===== src/rtl/seq_gen_pkg.sv =====
// Shared types and sizing constants for the serial frame generator.
package seq_gen_pkg;

   localparam int unsigned MAX_LEN_DEF = 16;
   localparam int unsigned LEN_W       = 5;

   typedef enum logic [1:0] {
      IDLE  = 2'd0,
      SHIFT = 2'd1,
      DONE  = 2'd2
   } state_t;

endpackage : seq_gen_pkg


===== src/rtl/seq_track.sv =====
// Running predictor of the recognizer output: saturating ones count and zero parity.
module seq_track (
   input  logic clk,
   input  logic rst_n,
   input  logic clr,
   input  logic en,
   input  logic bit_in,
   output logic f
);

   logic [1:0] r_ones;
   logic       r_par;
   logic       r_f;
   logic [1:0] w_ones_nxt;
   logic       w_par_nxt;

   // Next tracker values for the bit currently on the wire.
   always_comb begin
      w_ones_nxt = r_ones;
      w_par_nxt  = r_par ^ ~bit_in;
      if (bit_in && (r_ones != 2'd2)) begin
         w_ones_nxt = r_ones + 2'd1;
      end
   end

   // Trackers and the registered prediction; only transmitted bits count.
   always_ff @(posedge clk or negedge rst_n) begin
      if (!rst_n) begin
         r_ones <= 2'd0;
         r_par  <= 1'b0;
         r_f    <= 1'b0;
      end else if (clr) begin
         r_ones <= 2'd0;
         r_par  <= 1'b0;
         r_f    <= 1'b0;
      end else if (en) begin
         r_ones <= w_ones_nxt;
         r_par  <= w_par_nxt;
         r_f    <= (w_ones_nxt == 2'd2) && w_par_nxt;
      end
   end

   assign f = r_f;

endmodule : seq_track


===== src/rtl/seq_gen.sv =====
// Serial frame generator: shifts a captured pattern out MSB-first with sink stall.
module seq_gen
   import seq_gen_pkg::*;
#(
   parameter int unsigned MAX_LEN = MAX_LEN_DEF
) (
   input  logic               clk,
   input  logic               rst_n,
   input  logic               start,
   input  logic [MAX_LEN-1:0] pattern,
   input  logic [LEN_W-1:0]   len,
   input  logic               hold,
   output logic               x,
   output logic               x_valid,
   output logic               busy,
   output logic               done,
   output logic               expect_f
);

   localparam int unsigned IDX_W = (MAX_LEN > 1) ? $clog2(MAX_LEN) : 1;

   state_t             r_state;
   state_t             w_state_nxt;
   logic [MAX_LEN-1:0] r_pat;
   logic [IDX_W-1:0]   r_idx;
   logic [IDX_W-1:0]   w_idx_nxt;
   logic [LEN_W-1:0]   w_len_eff;
   logic               w_clr;
   logic               w_x;
   logic               w_x_valid;
   logic               w_f;

   // Oversized lengths are clamped to the pattern width.
   assign w_len_eff = (len > LEN_W'(MAX_LEN)) ? LEN_W'(MAX_LEN) : len;

   // Next-state, bit index and tracker control.
   always_comb begin
      w_state_nxt = r_state;
      w_idx_nxt   = r_idx;
      w_clr       = 1'b0;
      w_x         = 1'b0;
      w_x_valid   = 1'b0;
      case (r_state)
         IDLE: begin
            if (start && (len != '0)) begin
               w_clr       = 1'b1;
               w_idx_nxt   = IDX_W'(w_len_eff - LEN_W'(1));
               w_state_nxt = SHIFT;
            end
         end
         SHIFT: begin
            w_x = r_pat[r_idx];
            if (!hold) begin
               w_x_valid = 1'b1;
               if (r_idx == '0) begin
                  w_state_nxt = DONE;
               end else begin
                  w_idx_nxt = r_idx - IDX_W'(1);
               end
            end
         end
         DONE: begin
            w_state_nxt = IDLE;
         end
         default: begin
            w_state_nxt = IDLE;
         end
      endcase
   end

   // State, captured frame and bit index.
   always_ff @(posedge clk or negedge rst_n) begin
      if (!rst_n) begin
         r_state <= IDLE;
         r_pat   <= '0;
         r_idx   <= '0;
      end else begin
         r_state <= w_state_nxt;
         r_idx   <= w_idx_nxt;
         if (w_clr) begin
            r_pat <= pattern;
         end
      end
   end

   seq_track u_track (
      .clk    (clk),
      .rst_n  (rst_n),
      .clr    (w_clr),
      .en     (w_x_valid),
      .bit_in (w_x),
      .f      (w_f)
   );

   // x/x_valid follow hold in the same cycle so a stall costs no extra latency.
   assign x        = w_x;
   assign x_valid  = w_x_valid;
   assign busy     = (r_state != IDLE);
   assign done     = (r_state == DONE);
   assign expect_f = w_f;

endmodule : seq_gen


===== config.mk =====
export PLATFORM = sky130hd
export DESIGN_NAME = seq_gen
export DESIGN_NICKNAME = d
export VERILOG_FILES = /design/src/rtl/seq_gen_pkg.sv /design/src/rtl/seq_track.sv /design/src/rtl/seq_gen.sv
export SDC_FILE = /design/constraint.sdc
export NUM_CORES = 1
export LEC_CHECK = 0
export CAP_MARGIN = 20
export CELL_PAD_IN_SITES_DETAIL_PLACEMENT = 1
export CELL_PAD_IN_SITES_GLOBAL_PLACEMENT = 1
export CORE_MARGIN = 2
export CORE_UTILIZATION = 39
export DETAILED_ROUTE_END_ITERATION = 16
export PLACE_DENSITY = 0.87
export SETUP_SLACK_MARGIN = 0.3
export SKIP_LAST_GASP = 1
export SYNTH_ARGS = -nofsm -noshare
export SYNTH_HDL_FRONTEND = slang
export SYNTH_SLANG_ARGS = --single-unit

===== constraint.sdc =====
create_clock -name clk -period 2.7 [get_ports clk]
set_clock_uncertainty 0.2 [all_clocks]
set_input_delay 0.54 -clock clk [delete_from_list [all_inputs] [get_ports clk]]
set_output_delay 0.54 -clock clk [all_outputs]
set_load 0.01 [all_outputs]

# Word-level counts from Yosys, hierarchy flattened

Cells that the tools add are included.

Logic and storage cells: 55
Bits in registers: 26
Output and inout bits: 5
Input port bits: 25

$lt $le $gt $ge: 2
Bitwise gates (word level): 2
Reduce and logical (&&, ||, !) cells: 11
Equal/unequal tests: 8
Add/sub/neg operators: 3
Muxes and demuxes: 23

Operator list:

| cell                | count |
|---|---|
| $mux 4              | 4 |
| $mux 2              | 6 |
| $mux 1              | 10 |
| $ne 2x2->1 const B  | 5 |
| $pmux 4 s2          | 1 |
| $sub 4x1->4 const B | 2 |
| $reduce_bool 2->1   | 3 |
| $gt 5x5->1 const B  | 1 |
| $lt 4x5->1 const B  | 1 |
| $reduce_bool 5->1   | 1 |
| $bmux 1 s4          | 1 |
| $eq 2x2->1 const B  | 2 |
| $logic_not 4->1     | 1 |
| $pmux 2 s2          | 1 |
| $reduce_and 4->1    | 1 |
| $logic_and 1x1->1   | 3 |
| $reduce_and 3->1    | 1 |
| $add 2x1->2 const B | 1 |
| $eq 2x1->1 const B  | 1 |
| $logic_not 2->1     | 1 |
| $not 1->1           | 1 |
| $xor 1x1->1         | 1 |

# Longest topological paths before layout

Depth in word-level cells: 9
Depth in mapped cells: 7
Depth with buffers taken out: 6

# Hierarchy

From an unflattened synthesis, not the netlist that was laid out.

Cells, all modules: 127
Area total of the unflattened synthesis: 1,463.9 sq um

Modules (own cells, without submodules):

| module    | area an instance (sq um) | cells each | instances | sequential area each (sq um) |
|---|---|---|---|---|
| seq_gen   | 1,221.2                  | 103        | 1         | 550.5 |
| seq_track | 242.7                    | 24         | 1         | 100.1 |

# Least setup slack after synthesis

No wires, ideal clock.

Path kind: input to register
From: in len[4]
To: reg r_pat[0]
Arrival: 1,911 ps
Setup time: 128 ps
Slack: 461 ps
Cell stages on the path: 5
Cell sequence: or4_1 o211ai_2 buf_4 buf_4 mux2_1

Longest elaborated chain between the ends: 4

RTL lines:

| item                 | RTL line      | text |
|---|---|---|
| start, declared      | seq_gen.sv:11 | `input logic [LEN_W-1:0] len,` |
| $reduce_bool 5->1    | seq_gen.sv:45 | `if (start && (len != '0)) begin` |
| $logic_and 1x1->1    | seq_gen.sv:45 |  |
| $mux 1               | seq_gen.sv:45 |  |
| $mux 1               | seq_gen.sv:43 | `case (r_state)` |
| end signal, assigned | seq_gen.sv:81 | `r_pat <= pattern;` |
| end, declared        | seq_gen.sv:24 | `logic [MAX_LEN-1:0] r_pat;` |

No other way between the ends.
A chain may end at the register's enable or synchronous reset.

# Worst setup path in the final report

From: reg r_idx[0]
To: reg u_track.r_f, in the netlist u_track.f

Longest elaborated chain between the ends: 9

RTL lines:

| item                             | RTL line        | text |
|---|---|---|
| start, declared                  | seq_gen.sv:25   | `logic [IDX_W-1:0] r_idx;` |
| start signal, assigned           | seq_gen.sv:79   | `r_idx <= w_idx_nxt;` |
| $bmux 1 s4 (*)                   | seq_gen.sv:52   | `w_x = r_pat[r_idx];` |
| $mux 1 (not written as such) (*) | seq_gen.sv:52   |  |
| $mux 1 (*)                       | seq_gen.sv:43   |  |
| $logic_and 1x1->1                | seq_track.sv:21 | `if (bit_in && (r_ones != 2'd2)) begin` |
| $mux 2                           | seq_track.sv:21 |  |
| $eq 2x2->1                       | seq_track.sv:39 | `r_f <= (w_ones_nxt == 2'd2) && w_par_nxt;` |
| $logic_and 1x1->1 (*)            | seq_track.sv:39 |  |
| $mux 1 (*)                       | seq_track.sv:36 | `end else if (en) begin` |
| $mux 1 (*)                       | seq_track.sv:32 | `end else if (clr) begin` |
| end signal, assigned             | seq_track.sv:39 |  |
| end, declared                    | seq_track.sv:13 | `logic r_f;` |

Every way passes the cells marked *; elsewhere a longest branch is shown, timed or not. The select of a mux whose other input is x is not followed.

==> reports/qor.yml <==
run_status:
  outcome: "finished, violations left"
  violations: "setup timing"
timing:
  min_period_ps: 2710
  fin_crit_sh_pct: 100
  layout_setup_ws_ps: -11.5
  slew_viol_final: 0
  worstMarginPinSlew_ps: 521
  max_slew_margin_pct: 65.0
  holdWs_ps: 313
  setup_viol: 2
  rsz0062_at_grt: "true"
  hold_viol: 0
  fmax_ghz: 0.369
synth:
  synthDominantCellAreaShare_pct: 46.2
  synthCells: 125
  synth.net_count: 152
  yosysWarnings: 0
  ys_seq_area_share_pct: 46.2
  syn_area_um2: 1410
  synth_top_area_cell: "dfrtp_1"
  synthTopCellsByArea: "dfrtp_1, mux2_1, mux2i_1"
  ys_ff_latch: 26
  synth_cell_types: 37
  syn_area_per_cell_um2: 11.3
clock_network:
  h-tree-depth: 1
  max-clock-path-buffers: 2
  cts_buffers: 3
  clk_latency_ps: 340
  clock-sinks: 26
  clkTransAtPathRegs_ps: 150
  cts_tree: "built"
  cts-root-buf: "clkbuf_4"
grt:
  grt_max_degree: 27
  grt_pass1_vias: 1274
  grt_pass1_wl_mm: 6.11
  antenna_found_initial: 0
  grt_overflow: 0
  grt_usage_pct: 19.4
setup_path:
  critPathKind: "reg -> reg"
  slowest_stage: "dfrtp_2"
  critPathMostFrequentCell: "buf_4"
  endpoint_kind: "flip-flop"
  critPathMaxStageDelay_ps: 470
  crit_arrival_ps: 2730
  startpoint_type: "flip-flop"
  r2r_end: "u_track.f"
  path_cells: "buf_4, buf_4, mux2i_2, a21oi_1, a22oi_2, buf_4, buf_4, buf_4, buf_4, buf_4, buf_4, mux2i_2, o21ai_1"
  crit_required_ps: 2710
  ff2ff_path_depth: 13
  reg2reg_setup_slack_ps: -10
  crit_fanout: 4
  worstReg2RegStart: "r_idx[0]"
floorplan:
  ioPinCount: 30
  die_w_um: 64.1
  core.rowCount: 21
  start_util_pct: 41.5
  die_h_um: 64.1
  dieArea_um2: 4110
  coreArea_um2: 3390
power_and_ir_drop:
  vdd_drop_max_uv: 509
  power_density_nw_per_um2: 1160
  p_leak_nw: 0.872
hold_path:
  hold_path_end: "r_pat[13]"
  hp-start: "r_pat[13]"
  min_path_cells: 1
  hp-class: "reg -> reg"
placed_design:
  io_buffers: 29
  hpwl_mm: 2.54
  dpl_cell_area_um2: 1800
  globalplace.congestion: 0.787
  post-place-ws_ps: -54.1
finish:
  n_antenna_cell: 0
  fill_cells: 375
  final_cell_mix: "clkdlybuf4s50_1, dfrtp_1, buf_4"
  area_growth_pct: 41.4
  drive_above_1_share_pct: 29.4
  postLayoutCellArea_um2: 1990
  final_net_count: 205
  final_common_cell: "clkdlybuf4s50_1"
routing:
  via_per_inst: 5.32
  drtPass1Iterations: 4
  drtIter0Drc: 50
  wl_mm: 3.88
  wire_per_inst_um: 17.4
  ant_nets: 0
  vias: 1187
  drc: 0
job:
  cap_violations: 0
==> cell usage after synthesis (all sizes together) <==
library cell	number
a221o	1
or3b	1
nand2	4
o21ai	5
mux2i	8
a22oi	4
buf	4
o211ai	1
mux4	2
o22ai	1
clkbuf	1
a21oi	6
a2bb2oi	2
nor4b	1
dfrtp	26
inv	6
nor2	11
or2	1
nand2b	4
nor4	1
nor2b	3
nand3b	1
a2111oi	2
and2	3
nor3b	1
nor3	2
o21a	1
ha	2
mux2	17
a21o	1
or4	1
and2b	1
==> per-stage QoR <==
stage	setup TNS (ps)	std cells	util (%)	total power [W]
4_1_cts	0	215	55.9	0.00214
5_1_grt	-169	223	58.7	0.00246
2_1_floorplan	0	125	-	0.00141
3_5_place_dp	-110	205	53.0	0.00176
3_3_place_gp	0	205	53.0	0.00170
6_report	-22.9	223	58.7	0.00230
==> report_power, final <==
| part | leakage, nW | internal (W) | switching, W | total, W |
|---|---|---|---|---|
| Clock | 0.0210 | 0.0000826 | 0.000121 | 0.000204 |
| Sequential | 0.310 | 0.000576 | 0.000165 | 0.000741 |
| Combinational | 0.540 | 0.000764 | 0.000593 | 0.00136 |
| Total | 0.872 | 0.00142 | 0.000878 | 0.00230 |
==> critical path, delay by kind of cell (launching register included) <==
| kind | cells | cell delay (ps) |
|---|---|---|
| muxes | 2 | 370 |
| AOI/OAI and AO/OA | 3 | 470 |
| DFF | 1 | 470 |
| buffers and inverters | 8 | 1080 |
==> what timing repair did <==
action | CTS | global route
setup buffers | 6 | 8
pin swaps | 1 | 3
endpoints found under the setup margin | 3 | 8
cloned | 0 | 0
gates resized for setup | 10 | 10
hold buffers | 0 | 0
==> registers in the layout, indices dropped and copies added (netlist names) <==
signal,cells
r_state,2
r_pat,16
u_track.r_ones,2
r_idx,4
u_track.f,1
u_track.r_par,1
==> cell type report <==
type | instances | area, um2 | share of cell area, %
repair buffers | 53 | 474 | 23.8
clock buffers | 4 | 36.3 | 1.82
multi-input cells | 88 | 747 | 37.5
inverters | 6 | 22.5 | 1.13
well taps | 46 | 57.6 | 2.89
flip-flops and latches | 26 | 653 | 32.8
==> layer usage <==
| metal | global-route usage [%] | part of all wire, % |
|---|---|---|
| met5 | 0 | 0 |
| met4 | 5.43 | 1.1 |
| met3 | 3.17 | 3.9 |
| met2 | 35.9 | 55 |
| met1 | 22.9 | 39 |
==> worst max-delay path by stage <==
stage	startpoint	to	slack [ps]	depth (start not counted)
after floorplan	len[4]	r_pat[0]	460	5
final	r_idx[0]	u_track.f	-10	13
after detailed placement	len[4]	u_track.r_ones[0]	-50	7
after global placement	r_idx[0]	x	20	5
after CTS	r_idx[0]	x	100	5
after global routing	r_idx[0]	u_track.f	-80	13
==> cells by family (layout without fill, tap and decap cells) <==
group	Yosys count	in the layout	share of synthesized area [%]
flops	26	26	46.2
mux	27	27	22.5
compound gates	24	24	12.0
buf+inv	11	63	4.09
fa+ha+maj	2	2	1.78
simple gates	35	35	13.4
Power figures use the tool's default switching activity.
